--- config.mk ---
export PLATFORM = sky130hd
export DESIGN_NAME = bip_run_ctrl
export DESIGN_NICKNAME = d
export VERILOG_FILES = /design/src/rtl/bip_run_ctrl.sv
export SDC_FILE = /design/constraint.sdc
export NUM_CORES = 1
export LEC_CHECK = 0
export ABC_AREA = 0
export CORE_MARGIN = 8
export CORE_UTILIZATION = 45
export CTS_BUF_LIST = sky130_fd_sc_hd__clkbuf_2
export DETAILED_ROUTE_END_ITERATION = 16
export GPL_ROUTABILITY_DRIVEN = 1
export PLACE_DENSITY = 0.71
export REMOVE_ABC_BUFFERS = 1
export SLEW_MARGIN = 15
export SYNTH_ARGS = -nofsm -noshare
export SYNTH_HDL_FRONTEND = slang
export SYNTH_SLANG_ARGS = --single-unit
--- constraint.sdc ---
create_clock -name i_clk -period 3.9 [get_ports i_clk]
set_clock_uncertainty 0.2 [all_clocks]
set_input_delay 0.78 -clock i_clk [delete_from_list [all_inputs] [get_ports i_clk]]
set_output_delay 0.78 -clock i_clk [all_outputs]
set_load 0.01 [all_outputs]
--- src/rtl/bip_run_ctrl.sv ---
// -----------------------------------------------------------------------------
// bip_run_ctrl
//
// Run controller for the BIP CPU. It takes commands and program words from a
// UART receive byte stream, writes the words into instruction memory, and
// resets the CPU. It then runs or single-steps the CPU through a clock enable
// and stops it in front of a HALT instruction (opcode 0). When the CPU halts or
// a step ends, it reports PC, ACC and the executed-cycle count to the UART
// transmitter as six little-endian bytes.
//
// Commands received in IDLE:
//   'L' (0x4C) + count lo/hi + count x (word lo, word hi) : load program
//   'R' (0x52)                                              : reset CPU and run
//   'S' (0x53)                                              : single step
//
// Ports:
//   i_clk, i_rst            clock, synchronous active-low reset
//   i_rx_data, i_rx_valid   received byte and its one-cycle valid pulse
//   o_tx_data, o_tx_start   byte to send and its one-cycle start pulse
//   i_tx_busy               transmitter busy
//   o_ins_wr_*              instruction memory write port
//   o_cpu_en, o_cpu_rst     CPU clock enable / active-low CPU reset
//   i_cpu_pc/instruction/acc  CPU status observed for halt and reporting
//   o_state                 current FSM state (debug)
// -----------------------------------------------------------------------------
module bip_run_ctrl #(
  parameter int NB_BITS       = 16,
  parameter int INS_MEM_DEPTH = 2048,
  parameter int NB_OPCODE     = 5,
  parameter int NB_CYCLES     = 16,
  localparam int NB_ADDR      = $clog2(INS_MEM_DEPTH - 1)
) (
  input  logic               i_clk,
  input  logic               i_rst,
  input  logic [7:0]         i_rx_data,
  input  logic               i_rx_valid,
  output logic [7:0]         o_tx_data,
  output logic               o_tx_start,
  input  logic               i_tx_busy,
  output logic [NB_ADDR-1:0] o_ins_wr_addr,
  output logic [NB_BITS-1:0] o_ins_wr_data,
  output logic               o_ins_wr_en,
  output logic               o_cpu_en,
  output logic               o_cpu_rst,
  input  logic [NB_ADDR-1:0] i_cpu_pc,
  input  logic [NB_BITS-1:0] i_cpu_instruction,
  input  logic [NB_BITS-1:0] i_cpu_acc,
  output logic [3:0]         o_state
);

  typedef enum logic [3:0] {
    IDLE     = 4'd0,
    LD_CNT_L = 4'd1,
    LD_CNT_H = 4'd2,
    LD_WL    = 4'd3,
    LD_WH    = 4'd4,
    CPU_RST  = 4'd5,
    RUN      = 4'd6,
    STEP     = 4'd7,
    REP_SEND = 4'd8,
    REP_WAIT = 4'd9
  } state_t;

  localparam logic [7:0] CMD_LOAD = 8'h4C;
  localparam logic [7:0] CMD_RUN  = 8'h52;
  localparam logic [7:0] CMD_STEP = 8'h53;

  localparam logic [NB_ADDR-1:0] ADDR_LAST = NB_ADDR'(INS_MEM_DEPTH - 1);

  // Saturating increment of the executed-cycle counter.
  function automatic logic [NB_CYCLES-1:0] sat_inc(input logic [NB_CYCLES-1:0] v);
    if (v == {NB_CYCLES{1'b1}}) return v;
    else                        return v + 1'b1;
  endfunction

  // Address increment that wraps at the memory depth (also for non-power-of-2).
  function automatic logic [NB_ADDR-1:0] addr_inc(input logic [NB_ADDR-1:0] a);
    if (a == ADDR_LAST) return '0;
    else                return a + 1'b1;
  endfunction

  state_t               state;
  logic [15:0]          word_cnt;
  logic [NB_ADDR-1:0]   addr;
  logic [2:0]           idx;
  logic [NB_CYCLES-1:0] cycles;
  logic [NB_CYCLES-1:0] cycles_next;

  // Data-only holding registers (no reset needed).
  logic [7:0]           cnt_lo;
  logic [7:0]           word_lo;
  logic [15:0]          snap_pc;
  logic [15:0]          snap_acc;
  logic [15:0]          snap_cyc;
  logic [7:0]           rep_byte;

  logic halt;
  logic snap_take;

  assign halt     = (i_cpu_instruction[NB_BITS-1 -: NB_OPCODE] == '0);
  assign o_cpu_en = ((state == RUN) || (state == STEP)) && !halt;
  assign o_state  = state;

  // The counter value after this cycle's possible increment; the snapshot uses
  // it so that a step's own cycle is included in its report.
  assign cycles_next = o_cpu_en ? sat_inc(cycles) : cycles;

  // Snapshot on the edge that enters REP_SEND. CPU inputs are sampled as they
  // stand on that edge, i.e. before the CPU applies its last enabled cycle.
  assign snap_take = ((state == RUN) && halt) || (state == STEP);

  always_comb begin
    rep_byte = snap_pc[7:0];
    case (idx)
      3'd0:    rep_byte = snap_pc[7:0];
      3'd1:    rep_byte = snap_pc[15:8];
      3'd2:    rep_byte = snap_acc[7:0];
      3'd3:    rep_byte = snap_acc[15:8];
      3'd4:    rep_byte = snap_cyc[7:0];
      default: rep_byte = snap_cyc[15:8];
    endcase
  end

  // Byte and snapshot capture
  always_ff @(posedge i_clk) begin
    if ((state == LD_CNT_L) && i_rx_valid) cnt_lo  <= i_rx_data;
    if ((state == LD_WL) && i_rx_valid)    word_lo <= i_rx_data;
    if (snap_take) begin
      snap_pc  <= 16'(i_cpu_pc);
      snap_acc <= 16'(i_cpu_acc);
      snap_cyc <= 16'(cycles_next);
    end
  end

  // Control FSM with registered outputs
  always_ff @(posedge i_clk) begin
    if (!i_rst) begin
      state         <= IDLE;
      word_cnt      <= '0;
      addr          <= '0;
      idx           <= '0;
      cycles        <= '0;
      o_tx_data     <= '0;
      o_tx_start    <= 1'b0;
      o_ins_wr_addr <= '0;
      o_ins_wr_data <= '0;
      o_ins_wr_en   <= 1'b0;
      o_cpu_rst     <= 1'b0;
    end else begin
      o_tx_start  <= 1'b0;
      o_ins_wr_en <= 1'b0;
      o_cpu_rst   <= 1'b1;

      if (state == CPU_RST)  cycles <= '0;
      else if (o_cpu_en)     cycles <= sat_inc(cycles);

      case (state)
        IDLE: begin
          if (i_rx_valid) begin
            case (i_rx_data)
              CMD_LOAD: state <= LD_CNT_L;
              CMD_RUN: begin
                state     <= CPU_RST;
                o_cpu_rst <= 1'b0;
              end
              CMD_STEP: state <= STEP;
              default:  state <= IDLE;
            endcase
          end
        end

        LD_CNT_L: if (i_rx_valid) state <= LD_CNT_H;

        LD_CNT_H: begin
          if (i_rx_valid) begin
            word_cnt <= {i_rx_data, cnt_lo};
            addr     <= '0;
            if ({i_rx_data, cnt_lo} == 16'd0) state <= IDLE;
            else                              state <= LD_WL;
          end
        end

        LD_WL: if (i_rx_valid) state <= LD_WH;

        LD_WH: begin
          if (i_rx_valid) begin
            o_ins_wr_en   <= 1'b1;
            o_ins_wr_addr <= addr;
            o_ins_wr_data <= NB_BITS'({i_rx_data, word_lo});
            addr          <= addr_inc(addr);
            word_cnt      <= word_cnt - 16'd1;
            if (word_cnt == 16'd1) state <= IDLE;
            else                   state <= LD_WL;
          end
        end

        CPU_RST: state <= RUN;

        RUN: begin
          if (halt) begin
            idx   <= '0;
            state <= REP_SEND;
          end
        end

        STEP: begin
          idx   <= '0;
          state <= REP_SEND;
        end

        REP_SEND: begin
          if (!i_tx_busy) begin
            o_tx_data  <= rep_byte;
            o_tx_start <= 1'b1;
            state      <= REP_WAIT;
          end
        end

        // One idle cycle so the transmitter can raise busy before the next byte.
        REP_WAIT: begin
          if (idx == 3'd5) begin
            state <= IDLE;
          end else begin
            idx   <= idx + 3'd1;
            state <= REP_SEND;
          end
        end

        default: state <= IDLE;
      endcase
    end
  end

endmodule

Yosys cells after proc, flatten, opt, wreduce, memory -nomap -nowiden
Index checks and enable logic that the tools add are counted.

storage, ports and cells
  bits in registers = 147
  bits of input ports = 55
  output and inout port bits = 43
  word-level logic and storage cells = 101

cells by class
  add/subtract/negate cells = 4
  equality and inequality tests = 28
  multiplexer cells = 30
  bitwise operators = 2
  reduce and logical (&&, ||, !) cells = 21

operators by type and width
  kind                                                   number
  two-way mux 16 bit                                     4
  case mux 4 bit (10 select lines)                       1
  case mux 8 bit (5 select lines)                        1
  two-way mux 11 bit                                     3
  two-way mux 4 bit                                      8
  case mux 16 bit (2 select lines)                       1
  equality test 8 x 7 -> 1 bit (second input constant)   3
  case mux 11 bit (2 select lines)                       1
  case mux 3 bit (3 select lines)                        2
  adder 16 x 1 -> 16 bit (second input constant)         1
  equality test 16 x 1 -> 1 bit (second input constant)  1
  equality test 16 bit (second input constant)           1
  equality test 4 x 3 -> 1 bit (second input constant)   4
  zero test 16 bit                                       1
  inequality test 2 bit (second input constant)          8
  subtractor 16 x 1 -> 16 bit (second input constant)    1
  adder 11 x 1 -> 11 bit (second input constant)         1
  equality test 11 bit (second input constant)           1
  equality test 4 x 2 -> 1 bit (second input constant)   2
  equality test 4 bit (second input constant)            2
  AND reduction 2 bit                                    4
  AND reduction 7 bit                                    1
  equality test 3 x 2 -> 1 bit (second input constant)   2
  equality test 3 bit (second input constant)            2
  other kinds (17)                                       29

Depth between registers and ports, before layout
  word-level depth = 4
  mapped depth = 8
  gate-level depth less buffers = 7

Worst setup path before layout
No wires, ideal clock.

  kind = input to register
  start = in i_cpu_instruction[13]
  end = reg snap_acc[0] (enable)
  library setup time = 0.444 ns
  arrival time = 3.088 ns
  required time = 3.256 ns
  path slack = 0.169 ns
  stages on the path = 3
  path buffers = 0
  cells stage by stage = nor4_2 -> a21oi_1 -> nor2_1

on the way
  word-level cells in the longest chain between the ends = 3

ends and longest elaborated chain
  item                  line  text
  start, declared       46    input logic [NB_BITS-1:0] i_cpu_instruction,
  zero test 5 bit       100   assign halt = (i_cpu_instruction[NB_BITS-1 -: NB_OPCODE] == '0);
  logical AND 1 bit     110   assign snap_take = ((state == RUN) && halt) || (state == STEP);
  logical OR 1 bit      110
  via snap_take         98    logic snap_take;
  end signal, assigned  130   snap_acc <= 16'(i_cpu_acc);
  end, declared         93    logic [15:0] snap_acc;

The timed path passes the listed nets, and every way through them passes these cells.
A chain may end at the register's enable or synchronous reset.

Worst setup path after layout
  start = reg state[1], in the netlist o_state[1]
  end = out o_cpu_en

on the way
  word-level cells in the longest chain between the ends = 3
  elaborated cells between the ends (all ways) = 4
  classes of those cells = 2 x eq/ne; 2 x reduce/logical

ends and longest elaborated chain
  item                          line  text
  start, declared               82    state_t state;
  start signal, assigned        138   state <= IDLE;
  start signal, assigned        161   CMD_LOAD: state <= LD_CNT_L;
  start signal, assigned        163   state <= CPU_RST;
  equality test 4 x 3 -> 1 bit  101   assign o_cpu_en = ((state == RUN) || (state == STEP)) && !halt;
  logical OR 1 bit (*)          101
  logical AND 1 bit (*)         101
  end, declared                 43    output logic o_cpu_en,

Mark *: on every way between the ends. The rest lies on a longest branch, timed or not.

==> reports/qor.csv <==
metric,value,unit
min_path_type,flop to flop,
p_sw_frac,0.251,
avgSynthCellArea,10.5,um2
post_cts.resized_instances,0,
die_h,138,um
critPathCaptureType,output pin,
cts_max_level,4,
layout_commonest_cell,nand2_1,
fin_cells,910,
multiInputGateArea,2890,um2
grt.total_usage,0.172,
worst-r2r-setup-slack,1.27,ns
p_int,1.96,mW
crit_buf_inv,2,
fp.dieW,138,um
cp_slowest_cell,dfxtp_1,
viasPerCell,5.71,
status,"complete, no violations",
cts_tree,yes,
grt_pass1_wl,25.6,mm
grt_overflow,0,
min_from,o_ins_wr_data[11],
antenna_found_initial,1,
grt_util_met1,0.213,
seqCellArea,3530,um2
netlist-cell-type-count,79,
crit_path_start_kind,flop,
start_util,0.459,
timing.final.crit_period,3.52,ns
root_buffer,clkbuf_2,
detailedPlacementHpwl,11.1,mm
grt_max_degree,44,
drv_slew,0,
fmax,284,MHz
core.rowCount,44,
drtIter0Drc,509,
crit_chain,nand3b_4 > a21o_4 > inv_1 > clkdlybuf4s50_1,
cpPeakStageDelay,0.84,ns
slew_headroom,0.243,
cp.arrival,2.54,ns
num_io_pins,98,
r2r_end,snap_cyc[14],
ys_seq_area_frac,0.529,
die_area,19000,um2
drive_gt1_frac,0.117,
setup_viol,0,
pwr_density_cell,331,nW/um2
dp.cells,877,
peakVddDrop,0.200,mV
nNetsFinal,776,
area_growth,18.3,%
finalSetupTns,0,ns
worst_r2r_path_depth,5,
fp.coreArea,14500,um2
cp_max_fo,18,
p_leak,2.72,nW
post-route-period-util,0.903,
async_flop_share,0,
worst_slew_pin_slew,1.13,ns
clkSinkCount,147,
critical-path-top-delay-family,flip-flops,
maxCapViolations,0,
met3_usage,0.0412,
port_buffers,86,
mostFrequentLayoutCells,"92 x nand2_1, 88 x dfxtp_1, 86 x clkdlybuf4s50_1, 59 x edfxtp_1, 54 x a21oi_1",
ys.flop_type,dfxtp_1,
rr_startpoint,o_state[1],
synthCells,634,
hold_viol_final,0,
syn_area,6680,um2
rsz0062_at_grt,no,
cp_data_required_time,2.92,ns
switchingPower,656,uW
fillers,1270,
power.share.clock,0.353,
first_pass_iters,5,
wl_per_cell,17.4,um
crit_path_end,o_cpu_en,
insertion_delay,0.73,ns
setup.worst_path.start,o_state[1],
busiest_layer,met2,
drc_errors,0,
numCtsBuffers,17,
wirelength,15.8,mm
vias,5199,
critPathKind,flop to output pin,
whs,0.270,ns
use_met2,0.277,
synth_edf_count,59,
hold_buffers,0,
clockBufferDepth,2,
grt_pass1_vias,5028,
path_depth,4,
cts_setup_buffers,0,
ys_ff_latch,147,
drtAntennaViolNets,0,
power_frac_comb,0.036,
path_clk_slew,0.21,ns
place.gp.congestion,0.820,
ys.warnings.count,0,
sequentialPowerShare,0.611,
-- per-layer routing --
layer	routed length [um]	vias up
met3	967	28
met4	420	0
met1	6740	2492
met2	7710	183
met5	0	-
li1	-	2496
-- tightest hold or removal path, cell delays in order (launching register included) --
cell and delay (ns):
dfxtp_1 0.36, nand2_1 0.05, a21oi_1 0.05
-- state kept, by name, summed over array words and instances, names as in the netlist --
name	flops
addr	11
cnt_lo	8
cycles	16
idx	3
o_cpu_rst	1
o_ins_wr_addr	11
o_ins_wr_data	16
o_ins_wr_en	1
o_state	4
o_tx_data	8
o_tx_start	1
snap_acc	16
snap_cyc	16
snap_pc	11
word_cnt	16
word_lo	8
-- cells in the mapped netlist, types with 8 or more instances --
library cell / number / area [um2]
nor2_1: 39 / 146
o21ai_0: 24 / 120
ha_1: 9 / 113
a21oi_1: 54 / 270
inv_1: 15 / 56.3
nor2b_1: 15 / 93.8
nand2_1: 92 / 345
edfxtp_1: 59 / 1770
xor2_1: 12 / 105
clkbuf_1: 16 / 60.1
buf_2: 10 / 50.1
a222oi_1: 8 / 80.1
nor3_1: 13 / 65.1
mux2_2: 8 / 90.1
dfxtp_1: 88 / 1760
a31oi_1: 15 / 93.8
nand3_1: 17 / 85.1
-- power by group through the flow --
stage | Sequential (mW) | Clock [mW] | Combinational, mW
floorplan | 1.63 | 0 | 0.0232
global placement | 1.63 | 0 | 0.0926
detailed placement | 1.63 | 0 | 0.0950
CTS | 1.60 | 0.949 | 0.0957
global route | 1.60 | 1.02 | 0.103
finish | 1.60 | 0.923 | 0.0955
-- metrics by stage --
step	power [mW]	setup slack [ns]	area (um2)	util
after floorplan	1.65	0.158	6480	-
after global placement	1.72	0.599	7640	0.526
after detailed placement	1.72	0.580	7640	0.526
after CTS	2.64	0.312	7900	0.543
after global routing	2.72	0.197	7900	0.544
final	2.62	0.379	7900	0.544
-- how the worst min path moves through the flow --
stage          slack [ns]  cells after the start                end
2_1_floorplan        0.25                      2   o_ins_wr_addr[8]
3_3_place_gp         0.24                      2  o_ins_wr_data[11]
3_5_place_dp         0.25                      2  o_ins_wr_data[11]
4_1_cts              0.27                      2  o_ins_wr_data[11]
5_1_grt              0.26                      1        snap_acc[4]
6_report             0.27                      2  o_ins_wr_data[11]
-- cell type report --
| type | count | area share |
|---|---|---|
| Sequential cell | 147 | 0.447 |
| Clock buffer | 17 | 0.0108 |
| Tap cell | 184 | 0.0291 |
| Multi-Input combinational cell | 436 | 0.366 |
| Antenna cell | 1 | 0.000317 |
| Timing Repair Buffer | 95 | 0.118 |
| Clock inverter | 15 | 0.0215 |
| Inverter | 15 | 0.00713 |
-- kinds of logic (layout without fill, tap and decap cells) --
family	count (synthesis)	count (layout)	synth area share
AND/OR/NAND/NOR	240	240	0.199
AO/OA/AOI/OAI	160	160	0.177
flip-flops	147	147	0.529
buffers and inverters	51	142	0.0384
XOR/XNOR	17	17	0.0223
multiplexers	10	10	0.0172
adder cells (fa/ha/maj)	9	9	0.0169
other	0	1	0
Power figures use the tool's default switching activity.
